**config.mk**
```make
export PLATFORM = sky130hd
export DESIGN_NAME = bcd2bin_seq
export DESIGN_NICKNAME = d
export VERILOG_FILES = /design/src/rtl/bcd2bin_seq.sv
export SDC_FILE = /design/constraint.sdc
export NUM_CORES = 1
export LEC_CHECK = 0
export ABC_AREA = 1
export BUFFER_PORTS_ARGS = -buffer_cell sky130_fd_sc_hd__buf_2
export CAP_MARGIN = 10
export CORE_MARGIN = 8
export CORE_UTILIZATION = 59
export DETAILED_ROUTE_END_ITERATION = 8
export GPL_TIMING_DRIVEN = 0
export PLACE_DENSITY_LB_ADDON = 0.15
export SYNTH_ARGS = -nofsm -noshare
export SYNTH_HDL_FRONTEND = slang
export SYNTH_SLANG_ARGS = --single-unit
```
**constraint.sdc**
```tcl
create_clock -name clk -period 2.6 [get_ports clk]
set_input_delay 0.13 -clock clk [delete_from_list [all_inputs] [get_ports clk]]
set_output_delay 0.13 -clock clk [all_outputs]
set_load 0.02 [all_outputs]
```
**src/rtl/bcd2bin_seq.sv**
```systemverilog
// Sequential two-digit signed BCD to 8-bit two's-complement converter (reverse double-dabble).
// Optional invalid-digit checking is enabled by defining BCD2BIN_ERRCHK_EN.
module bcd2bin_seq (
  input  logic       clk,
  input  logic       ar,
  input  logic       start,
  input  logic       sign,
  input  logic [3:0] tens,
  input  logic [3:0] ones,
  output logic       busy,
  output logic       done,
  output logic [7:0] bin,
  output logic       err
);

  typedef enum logic [1:0] {IDLE, SHIFT, FIX} state_t;

  state_t      state_q, state_d;
  logic [14:0] work_q, work_d;   // {bcd[7:0], acc[6:0]}
  logic [2:0]  cnt_q, cnt_d;
  logic        sign_q, sign_d;
  logic        done_q, done_d;
  logic [7:0]  bin_q, bin_d;

  logic [14:0] shifted;
  logic [3:0]  hi_fix, lo_fix;
  logic [7:0]  mag8, signed_res;

  // Nibble corrections are independent 4-bit subtracts with no carry between them.
  always_comb begin
    shifted = work_q >> 1;
    hi_fix  = shifted[14:11];
    lo_fix  = shifted[10:7];
    if (hi_fix >= 4'd8) hi_fix = hi_fix - 4'd3;
    if (lo_fix >= 4'd8) lo_fix = lo_fix - 4'd3;
    mag8       = {1'b0, work_q[6:0]};
    signed_res = sign_q ? (~mag8 + 8'd1) : mag8;
  end

`ifdef BCD2BIN_ERRCHK_EN
  logic bad_q, bad_d;
  logic err_q, err_d;
`endif

  always_comb begin
    state_d = state_q;
    work_d  = work_q;
    cnt_d   = cnt_q;
    sign_d  = sign_q;
    done_d  = 1'b0;
    bin_d   = bin_q;
`ifdef BCD2BIN_ERRCHK_EN
    bad_d   = bad_q;
    err_d   = err_q;
`endif
    case (state_q)
      IDLE: begin
        if (start) begin
          work_d  = {tens, ones, 7'd0};
          sign_d  = sign;
          cnt_d   = 3'd0;
          state_d = SHIFT;
`ifdef BCD2BIN_ERRCHK_EN
          bad_d   = (tens > 4'd9) || (ones > 4'd9);
`endif
        end
      end
      SHIFT: begin
        work_d = {hi_fix, lo_fix, shifted[6:0]};
        cnt_d  = cnt_q + 3'd1;
        if (cnt_q == 3'd6) state_d = FIX;
      end
      FIX: begin
        done_d  = 1'b1;
        bin_d   = signed_res;
        state_d = IDLE;
`ifdef BCD2BIN_ERRCHK_EN
        err_d   = bad_q;
        if (bad_q) bin_d = 8'h00;
`endif
      end
      default: state_d = IDLE;
    endcase
  end

  always_ff @(posedge clk) begin
    if (ar) begin
      state_q <= IDLE;
      work_q  <= '0;
      cnt_q   <= '0;
      sign_q  <= 1'b0;
      done_q  <= 1'b0;
      bin_q   <= '0;
`ifdef BCD2BIN_ERRCHK_EN
      bad_q   <= 1'b0;
      err_q   <= 1'b0;
`endif
    end else begin
      state_q <= state_d;
      work_q  <= work_d;
      cnt_q   <= cnt_d;
      sign_q  <= sign_d;
      done_q  <= done_d;
      bin_q   <= bin_d;
`ifdef BCD2BIN_ERRCHK_EN
      bad_q   <= bad_d;
      err_q   <= err_d;
`endif
    end
  end

  assign busy = (state_q != IDLE);
  assign done = done_q;
  assign bin  = bin_q;
`ifdef BCD2BIN_ERRCHK_EN
  assign err  = err_q;
`else
  assign err  = 1'b0;
`endif

endmodule

```
==> results of run 1 <==
cells in the mapped netlist:
cell type,number
nand2_4,2
o211a_1,2
inv_4,1
o21ai_1,2
nor2_2,1
a21oi_2,3
ha_1,5
a31oi_1,1
nand2_2,3
buf_4,3
nor2_1,16
conb_1,1
a21oi_1,17
xnor2_1,1
nand3_4,1
dfxtp_1,30
nand2_1,33
inv_2,2
buf_6,1
clkinv_4,1
buf_2,2
o21ai_0,26
nand3_1,14
nor3_1,1
xor2_1,1
buf_8,1
inv_1,20
logic make-up after synthesis:
family	share of synthesized area [%]
AO/OA/AOI/OAI	19.3
AND/OR/NAND/NOR	22.5
XOR/XNOR	1.21
other	0.260
flip-flops	41.6
buffers and inverters	10.8
adder cells (fa/ha/maj)	4.34
layer usage:
layer | GRT usage [%] | vias to the layer above
met5 | 0 | -
met4 | 8.17 | 0
met3 | 5.78 | 6
met2 | 28.2 | 31
met1 | 18.3 | 605
li1 | - | 676
metrics by stage:
stage                     instance area [um2]  std cells  utilization, %  power [W]  hold WS (ns)
after detailed placement                 1590        242            66.4   0.000628         0.406
after CTS                                1630        249            68.3   0.000872        0.0593
after floorplan                          1440        191               -   0.000590         0.192
after global routing                     1630        249            68.3   0.000914        0.0602
after global placement                   1590        242            66.4   0.000621         0.399
final                                    1630        249            68.3   0.000865        0.0719
final cells by class:
type / instances / area, um2
tap: 30 / 37.5
buffer: 7 / 58.8
timing repair buffer: 21 / 105
fill: 205 / 757
inverter: 24 / 97.6
sequential: 30 / 601
clock buffer: 7 / 45.0
multi-input combinational: 130 / 686
worst paths after layout:
check                     to  slack [ns]       start  cells past startpoint
setup / recovery      bin[4]        1.36   work_q[1]                      8
hold / removal     work_q[3]        0.07          ar                      2
setup reg to reg      bin[4]        1.36   work_q[1]                      8
hold reg to reg   work_q[14]        0.47  work_q[14]                      2
power by group through the flow:
stage               registers (W)  logic [W]  clock network, W
floorplan                0.000498  0.0000916                 0
global placement         0.000500   0.000121                 0
detailed placement       0.000502   0.000126                 0
CTS                      0.000491   0.000127          0.000254
global route             0.000495   0.000140          0.000279
finish                   0.000491   0.000127          0.000247
sequential cells by signal, summed over array words and instances, names as in the netlist:
signal	flops
done	1
cnt_q	3
work_q	15
state_q	2
sign_q	1
bin	8
==> metrics.yaml, run 1 <==
floorplanning:
  core_um2: 2390
  ios: 23
  start_util_pct: 60.4
  dieArea_um2: 4280
  dieWidth_um: 65.5
  die_y_um: 65.5
  rows: 18
routing:
  top_layer: "met4"
  wl_met1_um: 1470
  num_vias: 1318
  wl_per_cell_um: 13.4
  viasPerCell: 5.29
  routed_wl_um: 3340
  met3_length_um: 192
  dr_wl_met2_um: 1630
  drtIter0Drc: 103
  drcViolationCount: 0
  drtPass1Iterations: 4
  ant_nets: 0
layout:
  fin_nets: 236
  diodes: 0
  area_growth_pct: 13.0
  drive_above_1_share_pct: 21.5
  layout_commonest_cell: "nand2_1"
  final_cell_mix: "nand2_1 (33), dfxtp_1 (30), o21ai_0 (26), buf_2 (23), inv_1 (20)"
clock_network:
  cts_resized: 0
  clockBufferDepth: 2
  clock_latency_ns: 0.32
  ctsHoldBuffers: 0
  cts_inserted_buffers: 5
  htreeDepth: 2
  cts_tree: "done"
  cts.reportedPaths.clkPinSlew_ns: 0.09
  root_buffer: "clkbuf_4"
  postCtsSetupBuffers: 0
  tritoncts_num_sinks: 30
status:
  status: "completed"
hold_path:
  min_path_type: "input port to flop"
power_and_ir_drop:
  peakVddDrop_v: 0.000337
  p_seq_share_pct: 56.8
  pwr-share-comb_pct: 14.6
  p_leak_nw: 0.754
  cellInternalPower_w: 0.000627
  p_switching_w: 0.000238
  powerDensity_nw_per_um2: 530
  power_frac_clock_pct: 28.5
  p_sw_share_pct: 27.6
timing:
  skew_ns: 0.00559
  slew_viol_final: 0
  rsz0062_at_grt: "false"
  clock.fmax_mhz: 804
  hold_violations: 0
  finalSetupTns_ns: 0
  fin_ws_ns: 1.36
  layout_min_cycle_time_ns: 1.24
  fin_crit_sh_pct: 47.9
  setup_viol: 0
worst_setup_path:
  crit_path_cell_trace: "inv_1 -> ha_1 -> nand2_1 -> nand2_1 -> nand2_1 -> nand2_1 -> o21ai_0 -> inv_1"
  worst_setup_path_start_kind: "flop"
  cpPeakStageDelay_ns: 0.38
  critPathMostFrequentCell: "nand2_1"
  path_delay_family: "flip-flops"
  endpoint_kind: "flop"
  critPathKind: "flop to flop"
  worst_path_max_delay_cell: "dfxtp_1"
  worst-path-buf-inv: 2
  worstPathRequired_ns: 2.82
  arrival_ns: 1.47
  crit_path_max_fanout: 4
global_route:
  antenna_found_initial: 0
  grt_pass1_vias: 1297
  track_usage_pct: 16.7
  grt-ovfl-total: 0
  grt_max_degree: 11
  grt_pass1_wl_um: 5640
placement:
  io_buffers: 21
  place_congestion: 0.855
  dp_hpwl_um: 2410
  post-place-ws_ns: 1.36
synth:
  syn_inst: 191
  synth_top_cell_by_area: "dfxtp_1"
  yosysWarnings: 0
  seq_area_frac_synth_pct: 41.6
  syn-num-nets: 208
  netlist_area_um2: 1440
  ys_ff_latch: 30
  yosys-top-cells-area: "dfxtp_1 (42%), o21ai_0 (9.0%), nand2_1 (8.6%)"
  synth_area_per_cell_um2: 7.55
  yosysUniqueCellTypes: 27
  synth_top_area_share_pct: 41.6
flow_run:
  max_cap_viol_count: 0
No activity file was read; power rests on OpenSTA's default activity.
==> run 2, diff against run 1 <==
CORE_UTILIZATION = 49   (was 59)
clock period = 1 ns   (was 2.6 ns; I/O delays follow)
==> metrics.yaml, run 2 (synthesis gave the netlist of run 1 again) <==
power_and_ir_drop:
  powerDensity_nw_per_um2: 1240
  p_leak_nw: 0.904
  peakVddDrop_v: 0.00117
worst_setup_path:
  endpoint_kind: "flop"
  arrival_ns: 1.37
  crit_path_max_fanout: 5
  timing.rr.end: "work_q[1]"
  cpPeakStageDelay_ns: 0.39
  path_delay_family: "flip-flops"
  r2r_setup_slack_ns: -0.12
  worst-path-buf-inv: 3
  worst_path_max_delay_cell: "dfxtp_4"
  crit_path_cell_trace: "inv_4 -> nand3_4 -> nand2_8 -> inv_8 -> clkbuf_16 -> nand3_2 -> o21ai_1"
  worst_setup_path_start_kind: "flop"
  worstPathRequired_ns: 1.24
  r2r-start: "state_q[0]"
  critPathKind: "flop to flop"
  r2r_cells: 7
layout:
  fin_nets: 251
  drive_above_1_share_pct: 40.6
  regArea_um2: 613
  top_register: "work_q"
  diodes: 0
  multiInputGateArea_um2: 841
  largest_reg_flops: 15
  instances_no_fill: 265
  layout_commonest_cell: "nand2_1"
  area_growth_pct: 40.3
  fill_cells: 226
  final_cell_mix: "nand2_1 (28), dfxtp_1 (24), buf_2 (21), inv_1 (16)"
floorplanning:
  die_y_um: 70.3
  dieArea_um2: 4940
  ios: 23
  dieWidth_um: 70.3
  start_util_pct: 51.9
  core_um2: 2780
  rows: 19
clock_network:
  clockBufferDepth: 2
  cts_inserted_buffers: 5
  clock_latency_ns: 0.35
  cts_tree: "done"
  tritoncts_num_sinks: 30
  cts.reportedPaths.clkPinSlew_ns: 0.10
  htreeDepth: 2
  root_buffer: "clkbuf_4"
routing:
  drtIter0Drc: 100
  routed_wl_um: 3980
  viasPerCell: 5.31
  wl_per_cell_um: 15.0
  num_vias: 1408
  drcViolationCount: 0
  drtPass1Iterations: 4
  ant_nets: 0
timing:
  rsz0062_at_grt: "true"
  skew_ns: 0.00872
  fin_ws_ns: -0.123
  setup_viol: 28
  layout_min_cycle_time_ns: 1.12
  slew_viol_final: 0
  hold_violations: 1
  fin_crit_sh_pct: 112
  clock.fmax_mhz: 890
  hold_ws_ns: -0.0153
hold_path:
  min_path_type: "input port to flop"
  hold_start: "ar"
  hold_depth: 4
  min_to: "bin[4]"
placement:
  place_congestion: 0.801
  dp_hpwl_um: 2370
  io_buffers: 21
  place_inst: 243
global_route:
  grt_max_degree: 11
  antenna_found_initial: 0
  grt_pass1_vias: 1337
  grt-ovfl-total: 0
  grt_pass1_wl_um: 6070
  track_usage_pct: 15.0
status:
  status: "complete, but fails checks"
  violations: "negative hold slack, negative setup slack"
flow_run:
  max_cap_viol_count: 0
## run 2: changes by cell type in the layout (fill, tap and decap cells not counted), moves of 5 or more
cell,before,now
o21ai_0,26,12
o21ai_1,2,11
nand3_1,14,7
nand3_2,0,7
dfxtp_1,30,24
buf_4,3,8
nand2_1,33,28
o21ai_2,0,5
## run 2: what timing repair did
item | in CTS | in global routing
setup buffers | 7 | 0
resized for setup | 37 | 32
cloned | 1 | 3
endpoints found under the hold margin | 5 | 0
pin swaps | 7 | 6
hold buffers | 4 | 0
endpoints found under the setup margin | 29 | 30
## run 2: worst reg2reg max path, stage by stage (launching register included)
cell and delay (ns):
dfxtp_4 0.39, inv_4 0.08, nand3_4 0.11, nand2_8 0.13
inv_8 0.05, clkbuf_16 0.15, nand3_2 0.06, o21ai_1 0.06
## run 2: worst max path at each step
| stage | startpoint | end | slack [ns] | depth (start not counted) |
|---|---|---|---|---|
| CTS | work_q[0] | bin[4] | -0.08 | 8 |
| finish | state_q[0] | work_q[1] | -0.12 | 7 |
| detailed placement | state_q[1] | bin[6] | -0.19 | 6 |
| global route | state_q[0] | work_q[7] | -0.18 | 7 |
| global placement | state_q[1] | bin[5] | -0.16 | 6 |
| floorplan | work_q[1] | bin[4] | -0.01 | 8 |
## run 2: metrics by stage
step / power [W] / instance area (um2) / util (%) / setup slack (ns) / TNS [ns]
floorplan: 0.00154 / 1460 / - / -0.0103 / -0.0330
global placement: 0.00162 / 1600 / 57.5 / -0.164 / -2.26
detailed placement: 0.00163 / 1600 / 57.5 / -0.191 / -3.07
CTS: 0.00239 / 1850 / 66.4 / -0.0811 / -1.26
global route: 0.00260 / 2020 / 72.8 / -0.176 / -3.46
finish: 0.00250 / 2020 / 72.8 / -0.123 / -2.03
## run 2: per-layer routing
| layer | global-route usage [%] | share of wire, % | routed length, um | up-vias |
|---|---|---|---|---|
| met5 | 0 | 0 | 0 | - |
| met4 | 6.47 | 1.3 | 52 | 0 |
| met3 | 4.38 | 5.3 | 211 | 6 |
| met2 | 23.7 | 51 | 2040 | 27 |
| met1 | 18.4 | 42 | 1680 | 667 |
| li1 | - | - | - | 708 |
## run 2: cell type report
class                      count  area share, %
sequential                    30           30.3
tap                           31           1.92
inverter                      24           5.93
timing repair inverter         1          0.433
timing repair buffer          35           13.8
clock buffer                   5           1.85
buffer                         7           3.77
clock inverter                 2          0.494
multi-input combinational    130           41.5
## run 2: power by group
group | total (W) | internal (W) | switching, W
combinational | 0.000513 | 0.000237 | 0.000276
clock | 0.000700 | 0.000252 | 0.000448
sequential | 0.00129 | 0.00124 | 0.0000462
total | 0.00250 | 0.00173 | 0.000771
